$ cat src/rtl/mem_arbiter_pkg.sv
// mem_arbiter_pkg: shared processor-memory bus encoding plus the types used
// by the D/I memory arbiter and its tag-ownership table.
package mem_arbiter_pkg;

    // Processor address width shared by both caches and the memory port.
    localparam int XLEN  = 32;

    // Width of the memory tag / response field on the bus.
    localparam int TAG_W = 4;

    // Memory bus command encoding (unchanged from the original direct wiring).
    typedef enum logic [1:0] {
        BUS_NONE  = 2'h0,
        BUS_LOAD  = 2'h1,
        BUS_STORE = 2'h2
    } bus_command_e;

    // Which cache owns an outstanding memory tag.
    typedef enum logic {
        ARB_OWNER_D = 1'b0,
        ARB_OWNER_I = 1'b1
    } arb_owner_e;

    // One tag-table entry. 'dropped' marks an I-side load squashed by a
    // rollback: its data still comes back from memory but is not forwarded.
    typedef struct packed {
        logic       valid;
        arb_owner_e owner;
        logic       dropped;
    } MEM_TAG_ENTRY;

    localparam MEM_TAG_ENTRY MEM_TAG_ENTRY_EMPTY = '{
        valid:   1'b0,
        owner:   ARB_OWNER_D,
        dropped: 1'b0
    };

    // True when a command is anything other than an idle bus.
    function automatic logic bus_is_request(input logic [1:0] cmd);
        return cmd != BUS_NONE;
    endfunction

endpackage

$ cat src/rtl/mem_tag_table.sv
// mem_tag_table: records which requester owns each outstanding memory tag.
// Entry 0 is the "no tag" encoding and is never written.
// Per-cycle priority on a single entry: allocate > retire > drop.
module mem_tag_table
    import mem_arbiter_pkg::*;
#(
    parameter int NUM_TAGS = 16
)
(
    input  logic             clock,
    input  logic             reset,
    // allocation of a newly accepted load
    input  logic             alloc_en,
    input  logic [TAG_W-1:0] alloc_tag,
    input  arb_owner_e       alloc_owner,
    input  logic             alloc_dropped,
    // lookup of the returning tag, and retirement of that same entry
    input  logic [TAG_W-1:0] lookup_tag,
    output MEM_TAG_ENTRY     lookup_entry,
    input  logic             retire_en,
    // rollback: mark every valid I-owned entry as dropped
    input  logic             drop_en,
    // allocation landed on an entry that is still outstanding
    output logic             alloc_conflict
);

    MEM_TAG_ENTRY entry_q [NUM_TAGS];
    MEM_TAG_ENTRY entry_d [NUM_TAGS];

    assign lookup_entry = entry_q[lookup_tag];

    // An entry being retired in the same cycle is free to be reused, so
    // overwriting it is not a conflict.
    assign alloc_conflict = alloc_en
                         && entry_q[alloc_tag].valid
                         && !(retire_en && (lookup_tag == alloc_tag));

    // Next-state for every entry: drop, then retire, then allocate overrides.
    always_comb begin
        entry_d[0] = MEM_TAG_ENTRY_EMPTY;
        for (int i = 1; i < NUM_TAGS; i++) begin
            entry_d[i] = entry_q[i];
            if (drop_en && entry_q[i].valid && (entry_q[i].owner == ARB_OWNER_I)) begin
                entry_d[i].dropped = 1'b1;
            end
            if (retire_en && (lookup_tag == i[TAG_W-1:0])) begin
                entry_d[i] = MEM_TAG_ENTRY_EMPTY;
            end
            if (alloc_en && (alloc_tag == i[TAG_W-1:0])) begin
                entry_d[i] = '{valid: 1'b1, owner: alloc_owner, dropped: alloc_dropped};
            end
        end
    end

    // Table storage; reset discards every outstanding tag.
    always_ff @(posedge clock or posedge reset) begin
        if (reset) begin
            for (int i = 0; i < NUM_TAGS; i++) begin
                entry_q[i] <= MEM_TAG_ENTRY_EMPTY;
            end
        end else begin
            for (int i = 0; i < NUM_TAGS; i++) begin
                entry_q[i] <= entry_d[i];
            end
        end
    end

endmodule

$ cat src/rtl/mem_arbiter.sv
// mem_arbiter: shares the single processor-memory port between the D-side and
// I-side caches. Grants one requester per cycle (D over I), tracks tag
// ownership in mem_tag_table and steers returning tags to their owner.
// Optional feature macro: MEM_ARB_AGING_EN -- when defined, an I-side
// starvation counter forces an I grant after AGE_LIMIT consecutive denials.
module mem_arbiter
    import mem_arbiter_pkg::*;
#(
    parameter int NUM_TAGS  = 16,
    parameter int AGE_LIMIT = 8
)
(
    input  logic             clock,
    input  logic             reset,
    input  logic             rollback,

    input  logic [1:0]       d2arb_command,
    input  logic [XLEN-1:0]  d2arb_addr,
    input  logic [63:0]      d2arb_data,

    input  logic [1:0]       i2arb_command,
    input  logic [XLEN-1:0]  i2arb_addr,

    output logic [1:0]       proc2mem_command,
    output logic [XLEN-1:0]  proc2mem_addr,
    output logic [63:0]      proc2mem_data,

    input  logic [TAG_W-1:0] mem2proc_response,
    input  logic [63:0]      mem2proc_data,
    input  logic [TAG_W-1:0] mem2proc_tag,

    output logic [TAG_W-1:0] arb2d_response,
    output logic [63:0]      arb2d_data,
    output logic [TAG_W-1:0] arb2d_tag,

    output logic [TAG_W-1:0] arb2i_response,
    output logic [63:0]      arb2i_data,
    output logic [TAG_W-1:0] arb2i_tag,

    output logic             tag_conflict
);

    logic         d_req;
    logic         i_req;
    logic         force_i;
    logic         grant_d;
    logic         grant_i;

    logic         alloc_en;
    arb_owner_e   alloc_owner;
    logic         alloc_dropped;
    logic         alloc_conflict;
    logic         retire_en;
    MEM_TAG_ENTRY ret_entry;

    logic         tag_conflict_q;
    logic         tag_conflict_d;

    assign d_req = bus_is_request(d2arb_command);
    assign i_req = bus_is_request(i2arb_command);

`ifdef MEM_ARB_AGING_EN
    localparam logic [3:0] AGE_MAX = 4'hF;

    logic [3:0] age_q;
    logic [3:0] age_d;

    // An AGE_LIMIT above 15 can never be reached by the 4-bit counter.
    assign force_i = i_req && (int'(age_q) >= AGE_LIMIT);

    // Count consecutive cycles where I is waiting; any I grant or idle I clears it.
    always_comb begin
        age_d = age_q;
        if (!i_req || grant_i) begin
            age_d = 4'd0;
        end else if (age_q != AGE_MAX) begin
            age_d = age_q + 4'd1;
        end
    end

    // Starvation counter register.
    always_ff @(posedge clock or posedge reset) begin
        if (reset) begin
            age_q <= 4'd0;
        end else begin
            age_q <= age_d;
        end
    end
`else
    // Strict priority: I only wins when D is idle.
    assign force_i = 1'b0;
`endif

    assign grant_i = i_req && (!d_req || force_i);
    assign grant_d = d_req && !grant_i;

    // Drive the memory port from whichever side holds the grant.
    always_comb begin
        proc2mem_command = BUS_NONE;
        proc2mem_addr    = '0;
        proc2mem_data    = '0;
        if (grant_d) begin
            proc2mem_command = d2arb_command;
            proc2mem_addr    = d2arb_addr;
            proc2mem_data    = d2arb_data;
        end else if (grant_i) begin
            proc2mem_command = i2arb_command;
            proc2mem_addr    = i2arb_addr;
        end
    end

    // Forward the acceptance tag only to the granted side; a rollback hides
    // it from I even though the command still went out.
    always_comb begin
        arb2d_response = '0;
        arb2i_response = '0;
        if (grant_d) begin
            arb2d_response = mem2proc_response;
        end
        if (grant_i && !rollback) begin
            arb2i_response = mem2proc_response;
        end
    end

    // Only accepted loads get a data return, so only they are tracked.
    assign alloc_en      = (proc2mem_command == BUS_LOAD) && (mem2proc_response != '0);
    assign alloc_owner   = grant_i ? ARB_OWNER_I : ARB_OWNER_D;
    assign alloc_dropped = grant_i && rollback;

    assign retire_en     = (mem2proc_tag != '0) && ret_entry.valid;

    mem_tag_table #(
        .NUM_TAGS (NUM_TAGS)
    ) u_tag_table (
        .clock          (clock),
        .reset          (reset),
        .alloc_en       (alloc_en),
        .alloc_tag      (mem2proc_response),
        .alloc_owner    (alloc_owner),
        .alloc_dropped  (alloc_dropped),
        .lookup_tag     (mem2proc_tag),
        .lookup_entry   (ret_entry),
        .retire_en      (retire_en),
        .drop_en        (rollback),
        .alloc_conflict (alloc_conflict)
    );

    // Steer a returning tag to its owner; dropped I returns and unknown tags vanish.
    always_comb begin
        arb2d_tag = '0;
        arb2i_tag = '0;
        if (retire_en) begin
            if (ret_entry.owner == ARB_OWNER_D) begin
                arb2d_tag = mem2proc_tag;
            end else if (!ret_entry.dropped) begin
                arb2i_tag = mem2proc_tag;
            end
        end
    end

    assign arb2d_data = mem2proc_data;
    assign arb2i_data = mem2proc_data;

    assign tag_conflict_d = tag_conflict_q | alloc_conflict;

    // Sticky conflict flag, cleared only by reset.
    always_ff @(posedge clock or posedge reset) begin
        if (reset) begin
            tag_conflict_q <= 1'b0;
        end else begin
            tag_conflict_q <= tag_conflict_d;
        end
    end

    assign tag_conflict = tag_conflict_q;

endmodule
$ cat config.mk
export PLATFORM = sky130hd
export DESIGN_NAME = mem_arbiter
export DESIGN_NICKNAME = d
export VERILOG_FILES = /design/src/rtl/mem_arbiter_pkg.sv /design/src/rtl/mem_tag_table.sv /design/src/rtl/mem_arbiter.sv
export SDC_FILE = /design/constraint.sdc
export NUM_CORES = 1
export LEC_CHECK = 0
export CAP_MARGIN = 20
export CORE_AREA = 2 2 174 176
export CTS_BUF_LIST = sky130_fd_sc_hd__clkbuf_16
export DETAILED_ROUTE_END_ITERATION = 12
export DIE_AREA = 0 0 176 178
export DONT_BUFFER_PORTS = 1
export PLACE_DENSITY = 0.3
export SYNTH_ARGS = -nofsm -noshare
export SYNTH_HDL_FRONTEND = slang
export SYNTH_SLANG_ARGS = --single-unit
$ cat constraint.sdc
create_clock -name clock -period 1.68 [get_ports clock]
set_input_delay 0.084 -clock clock [delete_from_list [all_inputs] [get_ports clock]]
set_output_delay 0.084 -clock clock [all_outputs]
set_load 0.005 [all_outputs]
==> results of run 1 <==
## worst max-delay path: cells and delay by family, from the launching register on
| family | cells | cell delay [ns] |
|---|---|---|
| mux | 2 | 0.67 |
| flops | 1 | 0.39 |
| simple gates | 2 | 0.31 |
| compound gates | 1 | 0.19 |
## power by group through the flow
stage	logic, mW	clock network, mW	registers (mW)
after floorplan	1.19	0	1.63
after global placement	1.49	0	1.71
after detailed placement	1.48	0	1.72
after CTS	1.53	1.04	1.71
after global routing	1.66	1.08	1.76
final	1.53	1.01	1.71
## state kept, by name, summed over array words and instances (netlist names)
signal and cells:
tag_conflict 1, u_tag_table.entry_q 45
## stage by stage
stage / setup slack [ns] / area [sq um] / utilization, % / total power, mW
after global placement: -0.0894 / 4230 / 14.4 / 3.19
after CTS: -0.290 / 4430 / 15.1 / 4.28
final: -0.262 / 4440 / 15.1 / 4.24
after detailed placement: -0.0888 / 4230 / 14.4 / 3.20
after floorplan: 0.0410 / 4550 / - / 2.82
after global routing: -0.328 / 4440 / 15.1 / 4.50
## routing by layer
metal	vias to the layer above	share of wire, %	global-route usage, %	routed length [microns]
li1	1475	-	-	-
met1	1669	36	15.2	8160
met2	225	52	25.5	11800
met3	80	6.7	2.77	1520
met4	0	5.2	6.99	1190
met5	-	0	0	0
## cells in the mapped netlist, types with 5 or more instances
master    number
nor2_1        16
nand3_1       11
nor2b_1        5
clkbuf_1      20
a22o_1        32
and3_1        16
nand2_1       37
a21o_1        11
buf_2          5
mux2i_1       35
inv_1          6
nor3b_1        9
mux4_1         5
dfrtp_1       46
and2_1        69
buf_4        130
o21ai_0       24
## what timing repair did
item / 4_1_cts / 5_1_grt
endpoints found under the hold margin: 49 / 0
pin swaps: 10 / 4
hold buffers: 2 / 0
endpoints found under the setup margin: 8 / 9
cloned: 0 / 0
buffers inserted: 0 / 3
resized for setup: 14 / 2
## cell families after synthesis
group | after synthesis | synth area share, %
AOI/OAI and AO/OA | 82 | 13.3
DFF | 46 | 25.3
xor gates and xnor gates | 4 | 0.769
and+or+nand+nor | 187 | 22.8
muxes | 47 | 13.3
buffers and inverters | 164 | 24.5
## final cells by class
type / count / area share [%]
well taps: 390 / 11.0
inverters: 6 / 0.507
clock buffers: 5 / 2.82
flip-flops and latches: 46 / 25.9
multi-input cells: 320 / 52.3
repair buffers: 38 / 7.18
clock inverters: 3 / 0.366
## worst paths after layout
kind	depth (start not counted)	slack (ns)	to	from
max	5	-0.26	arb2d_tag[1]	u_tag_table.entry_q[1]$_DFFE_PP0P_
min	3	0.04	u_tag_table.entry_q[43]$_DFFE_PP0P_	mem2proc_response[3]
max reg2reg	5	0.12	tag_conflict$_DFF_PP0_	u_tag_table.entry_q[23]$_DFFE_PP0P_
min reg2reg	2	0.53	u_tag_table.entry_q[35]$_DFFE_PP0P_	u_tag_table.entry_q[35]$_DFFE_PP0P_
max in group asynchronous	3	1.13	u_tag_table.entry_q[2]$_DFFE_PP0P_	reset
min in group asynchronous	3	0.30	u_tag_table.entry_q[31]$_DFFE_PP0P_	reset
==> flow_summary.yaml, run 1 <==
pwr:
  vdd_drop_max_v: 0.000386
  switching_share_pct: 35.5
  seqPwrFrac_pct: 40.3
  p_switching_mw: 1.51
  power_frac_comb_pct: 35.9
  leakagePower_nw: 1.84
  clkPwrFrac_pct: 23.7
  power_density_nw_per_um2: 955
  intPower_mw: 2.74
floorplanning:
  dieWidth_microns: 176
  start_util_pct: 15.5
  fp-row-count: 63
  die_area_sq_um: 31300
  io_pins: 450
  die_y_microns: 178
  coreArea_sq_um: 29400
drt:
  vias_per_cell: 4.27
  first_iter_violations: 212
  drt-pass1-iter-count: 4
  wirelength_microns: 22600
  drcViolationCount: 0
  num_vias: 3449
  ant_nets: 0
  routedWlPerCell_microns: 28.0
clock_tree:
  clock_path_buffers: 2
  cts_tree: "built"
  root_buffer: "clkbuf_16"
  path_clk_slew_ns: 0.07
  cts.sinks: 46
  cts_buffers: 5
  ctsHtreeMaxLevel: 2
  clock_latency_ns: 0.30
final_layout:
  diodes: 0
  final_common_cell: "and2_1"
  drive_gt1_share_pct: 17.0
  mostFrequentLayoutCells: "and2_1, dfrtp_1, nand2_1, mux2i_1, buf_4"
  multi_input_area_sq_um: 2320
  finalNonFillerCells: 808
  area.growth.synth_to_final_pct: -2.42
  fillCellCount: 3331
  layout.nets: 624
  regArea_sq_um: 1150
synth:
  synth_edf_count: 0
  ys.flop_type: "dfrtp_1"
  synth.distinct_cells: 42
  synthTopCellsByArea: "dfrtp_1, buf_4, and2_1"
  ys_warn_count: 0
  syn_nets: 737
  yosysSeqAreaShare_pct: 25.3
  avgSynthCellArea_sq_um: 8.59
  syn_inst: 530
  synth_top_area_share_pct: 25.3
  async_reset_ff_share_pct: 100
  syn_area_sq_um: 4550
  ys_seq_elements: 46
  synth_top_area_cell: "dfrtp_1"
run_status:
  failed_checks: "setup timing"
  status: "finished, violations left"
grt:
  gr-usage-all-layers_pct: 13.9
  grt_pass1_vias: 3499
  antenna_found_initial: 10
  grt_pass1_wl_microns: 29600
  overflow: 0
  grt_start_max_net_pins: 100
timing:
  finalCriticalPeriod_ns: 1.94
  tns_ns: -1.90
  slew_violations: 0
  fin_hold_ws_ns: 0.0376
  skew_ns: 0.00759
  achievable-frequency_mhz: 515
  fin_ws_ns: -0.262
  period_share_pct: 116
  finalHoldViolCount: 0
  setup_violations: 8
  relSlewSlack_pct: 28.9
  tightest_slew_ns: 1.07
  grt_setup_unrepaired: "true"
hold_path:
  hp-class: "primary input to flop"
setup_path:
  slowest_delay_ns: 0.50
  arrival_ns: 1.86
  end_kind: "output port"
  path_class: "flop to output port"
  critPathSlowestCell: "mux4_2"
  crit_fanout: 4
  critPathLaunchType: "flop"
  cp_cell_sequence: "mux4_2, mux2i_1, nand2_1, o31a_1, nor3b_2"
  crit_required_ns: 1.60
placed_design:
  portBuffers: 0
  dp_cells: 795
  gp_congestion: 0.961
  place_hpwl_microns: 18800
flow_run:
  maxCapViolCount: 0
No activity file was read; power rests on OpenSTA's default activity.
==> inputs of run 2 (changes only) <==
Clock period 1.68 ns to 1.8 ns, I/O delays scaled along.
==> flow_summary.yaml, run 2 (synthesis results as in run 1) <==
clock_tree:
  cts_buffers: 5
  path_clk_slew_ns: 0.07
  clock_latency_ns: 0.29
  root_buffer: "clkbuf_16"
  cts.sinks: 46
  cts_tree: "built"
  ctsHtreeMaxLevel: 2
  clock_path_buffers: 2
timing:
  period_share_pct: 108
  relSlewSlack_pct: 48.7
  fin_hold_ws_ns: 0.0508
  tightest_slew_ns: 0.770
  achievable-frequency_mhz: 513
  finalHoldViolCount: 0
  grt_setup_unrepaired: "true"
  slew_violations: 0
  finalCriticalPeriod_ns: 1.95
  tns_ns: -0.912
  skew_ns: 0.00369
  fin_ws_ns: -0.148
  setup_violations: 8
grt:
  grt_start_max_net_pins: 100
  gr-usage-all-layers_pct: 13.9
  grt_pass1_wl_microns: 29800
  grt_pass1_vias: 3509
  antenna_found_initial: 6
  overflow: 0
flow_run:
  maxCapViolCount: 0
pwr:
  leakagePower_nw: 1.80
  vdd_drop_max_v: 0.000364
  power_density_nw_per_um2: 897
setup_path:
  rrSetupSlack_ns: 0.10
  end_kind: "output port"
  arrival_ns: 1.86
  reg2reg_depth: 5
  path_class: "flop to output port"
  critPathLaunchType: "flop"
  regToRegEndpoint: "tag_conflict$_DFF_PP0_"
  crit_required_ns: 1.71
  crit_fanout: 3
  r2r-start: "u_tag_table.entry_q[8]$_DFFE_PP0P_"
final_layout:
  regMostFlops: "u_tag_table.entry_q"
  area.growth.synth_to_final_pct: -2.69
  mostFrequentLayoutCells: "and2_1, dfrtp_1, nand2_1, mux2i_1, a22o_1"
  drive_gt1_share_pct: 17.5
  layout.nets: 618
  final_common_cell: "and2_1"
  largest_register_ffs: 45
  postLayoutCellArea_sq_um: 4430
drt:
  first_iter_violations: 177
  num_vias: 3396
  drcViolationCount: 0
  wirelength_microns: 22800
  vias_per_cell: 4.23
  routedWlPerCell_microns: 28.3
  ant_nets: 0
  drt-pass1-iter-count: 4
hold_path:
  hold_path_depth: 3
  whs_endpoint: "u_tag_table.entry_q[43]$_DFFE_PP0P_"
  hp-start: "mem2proc_response[3]"
  hp-class: "primary input to flop"
floorplanning:
  coreArea_sq_um: 29400
  die_y_microns: 178
  dieWidth_microns: 176
  io_pins: 450
  fp-row-count: 63
  die_area_sq_um: 31300
  start_util_pct: 15.5
placed_design:
  portBuffers: 0
  pre_cts_ws_ns: 0.00461
  gp_congestion: 0.930
  place_hpwl_microns: 18900
  place_area_sq_um: 4170
run_status:
  status: "finished, violations left"
  failed_checks: "setup timing"
## run 2: cell types whose count changed in the layout (fill, tap and decap cells not counted), moves of 2 or more
cell | before | now
nor2_1 | 15 | 13
mux2i_1 | 35 | 33
buf_4 | 33 | 28
diode_2 | 0 | 2
mux2i_2 | 0 | 2
nor2_4 | 1 | 3
## run 2: worst max-delay path by stage
| stage | startpoint | depth (start not counted) | slack [ns] | end |
|---|---|---|---|---|
| floorplan | u_tag_table.entry_q[37]$_DFFE_PP0P_ | 4 | 0.16 | arb2d_tag[0] |
| global placement | u_tag_table.entry_q[20]$_DFFE_PP0P_ | 4 | 0.02 | tag_conflict$_DFF_PP0_ |
| detailed placement | u_tag_table.entry_q[36]$_DFFE_PP0P_ | 5 | 0.005 | arb2i_tag[2] |
| CTS | u_tag_table.entry_q[24]$_DFFE_PP0P_ | 5 | -0.19 | arb2i_tag[2] |
| global route | u_tag_table.entry_q[27]$_DFFE_PP0P_ | 5 | -0.22 | arb2i_tag[1] |
| finish | u_tag_table.entry_q[24]$_DFFE_PP0P_ | 5 | -0.15 | arb2i_tag[0] |
## run 2: timing repair
item	in CTS	in global routing
setup endpoints to repair	8	8
hold buffers	2	0
pin swaps	9	3
buffers inserted	2	1
gates resized for setup	19	8
endpoints found under the hold margin	49	0
## run 2: routing by layer
metal / vias to the layer above / track usage (%) / wire (microns)
li1: 1471 / - / -
met3: 68 / 2.98 / 1450
met1: 1645 / 15.3 / 8320
met4: 0 / 6.99 / 1200
met5: - / 0 / 0
met2: 212 / 25.3 / 11800
## run 2: cell type report
class / count / area, sq um
repair buffers: 32 / 265
multi-input cells: 320 / 2360
inverters: 6 / 22.5
fillers: 3343 / 25000
diodes: 2 / 5.00
clock inverters: 2 / 10.0
well taps: 390 / 488
flip-flops and latches: 46 / 1150
clock buffers: 5 / 125
## run 2: per-stage QoR
step                      util (%)  instances  total power [mW]
after floorplan                  -        530              2.63
after global placement        14.2        789              2.97
after detailed placement      14.2        789              2.97
after CTS                     14.9        800              3.98
after global routing          15.1        802              4.22
final                         15.1        803              3.98
## run 2: power breakdown
part | internal, mW | total (mW) | switching, mW
registers | 1.35 | 1.60 | 0.245
clock network | 0.503 | 0.908 | 0.405
logic | 0.704 | 1.47 | 0.765
total | 2.56 | 3.98 | 1.42
## run 2: worst max-delay path: stages, from the launching register on
cell and delay, ns:
dfrtp_1 0.38, mux4_2 0.48, inv_2 0.06, mux4_2 0.26, o311ai_4 0.14, nor3b_2 0.24
==> inputs of run 3 (changes only) <==
Settings changed: MAX_ROUTING_LAYER set to met4.
==> flow_summary.yaml, run 3 (synthesis results as in run 1) <==
drt:
  drt-pass1-iter-count: 4
  num_vias: 3445
  drcViolationCount: 0
  wirelength_microns: 22700
  vias_per_cell: 4.29
  first_iter_violations: 166
  ant_nets: 0
  routedWlPerCell_microns: 28.3
run_status:
  failed_checks: "setup timing"
  status: "finished, violations left"
floorplanning:
  dieWidth_microns: 176
  coreArea_sq_um: 29400
  io_pins: 450
  die_y_microns: 178
  fp-row-count: 63
  start_util_pct: 15.5
  die_area_sq_um: 31300
hold_path:
  hp-start: "mem2proc_response[3]"
  whs_endpoint: "u_tag_table.entry_q[43]$_DFFE_PP0P_"
  hp-class: "primary input to flop"
  hold_path_depth: 3
setup_path:
  crit_fanout: 3
  crit_top_cell: "mux4_2"
  crit_buf_inv: 1
  critPathTopFamily: "multiplexers"
  critPathSlowestCell: "mux4_2"
  cp_cell_sequence: "mux4_2, inv_2, mux4_2, o311ai_4, nor3b_2"
  arrival_ns: 1.86
  rrSetupSlack_ns: 0.10
  slowest_delay_ns: 0.48
  regToRegEndpoint: "tag_conflict$_DFF_PP0_"
  reg2reg_depth: 5
  r2r-start: "u_tag_table.entry_q[23]$_DFFE_PP0P_"
  end_kind: "output port"
  path_class: "flop to output port"
  crit_required_ns: 1.71
  critPathLaunchType: "flop"
timing:
  finalHoldViolCount: 0
  relSlewSlack_pct: 48.2
  tns_ns: -0.914
  setup_violations: 8
  period_share_pct: 108
  fin_ws_ns: -0.149
  achievable-frequency_mhz: 513
  grt_setup_unrepaired: "true"
  finalCriticalPeriod_ns: 1.95
  fin_hold_ws_ns: 0.0507
  tightest_slew_ns: 0.777
  skew_ns: 0.00415
  slew_violations: 0
placed_design:
  portBuffers: 0
  place_hpwl_microns: 18900
  pre_cts_ws_ns: 0.00461
  gp_congestion: 0.947
  place_area_sq_um: 4170
  dp_cells: 789
final_layout:
  mostFrequentLayoutCells: "and2_1, dfrtp_1, nand2_1, mux2i_1, a22o_1"
  drive_gt1_share_pct: 17.5
  finalNonFillerCells: 803
  regMostFlops: "u_tag_table.entry_q"
  final_common_cell: "and2_1"
  fin_util_pct: 15.1
  area.growth.synth_to_final_pct: -2.69
  layout.nets: 618
  postLayoutCellArea_sq_um: 4430
  largest_register_ffs: 45
  fillCellCount: 3343
pwr:
  power_density_nw_per_um2: 897
  vdd_drop_max_v: 0.000365
  leakagePower_nw: 1.80
  finalPower_mw: 3.98
clock_tree:
  path_clk_slew_ns: 0.07
  root_buffer: "clkbuf_16"
  ctsHtreeMaxLevel: 2
  cts_buffers: 5
  clock_latency_ns: 0.29
  cts_tree: "built"
  cts.sinks: 46
  clock_path_buffers: 2
grt:
  grt_start_max_net_pins: 100
  antenna_found_initial: 6
  gr-usage-all-layers_pct: 14.3
  overflow: 0
  grt_pass1_vias: 3525
  grt_pass1_wl_microns: 29700
flow_run:
  maxCapViolCount: 0
-- run 3: cell counts in the layout (fill, tap and decap cells not counted) --
Identical to the previous run, type by type.
-- run 3: timing repair --
action | CTS | global route
setup endpoints to repair | 8 | 8
setup buffers | 2 | 1
endpoints found under the hold margin | 49 | 0
resized for setup | 19 | 8
pin swaps | 9 | 3
hold buffers | 2 | 0
-- run 3: cell type report --
class | instances | area (sq um) | area share (%)
Timing Repair Buffer | 32 | 265 | 5.99
Tap cell | 390 | 488 | 11.0
Clock inverter | 2 | 10.0 | 0.226
Inverter | 6 | 22.5 | 0.508
Antenna cell | 2 | 5.00 | 0.113
Sequential cell | 46 | 1150 | 26.0
Multi-Input combinational cell | 320 | 2360 | 53.4
Clock buffer | 5 | 125 | 2.82
-- run 3: tightest hold or removal path: stages --
cell and delay [ns]:
nor4_1 0.06, nand2_1 0.07, o21ai_0 0.07
-- run 3: per-layer routing --
metal  wire length (microns)  global-route usage [%]
met4                    1200                    6.99
met5                       0                       -
met3                    1390                    2.81
met1                    8220                    15.2
met2                   11900                    25.5
-- run 3: how the worst max path moves through the flow --
stage / startpoint / end / cells after the start
after detailed placement: u_tag_table.entry_q[36]$_DFFE_PP0P_ / arb2i_tag[2] / 5
after floorplan: u_tag_table.entry_q[37]$_DFFE_PP0P_ / arb2d_tag[0] / 4
after CTS: u_tag_table.entry_q[24]$_DFFE_PP0P_ / arb2i_tag[2] / 5
final: u_tag_table.entry_q[24]$_DFFE_PP0P_ / arb2i_tag[0] / 5
after global placement: u_tag_table.entry_q[20]$_DFFE_PP0P_ / tag_conflict$_DFF_PP0_ / 4
after global routing: u_tag_table.entry_q[27]$_DFFE_PP0P_ / arb2i_tag[1] / 5
-- run 3: where the power goes --
group          switching (mW)  internal (mW)  leakage, nW
clock network           0.403          0.503       0.0694
registers               0.249           1.35        0.587
logic                   0.763          0.704         1.15
total                    1.42           2.56         1.80
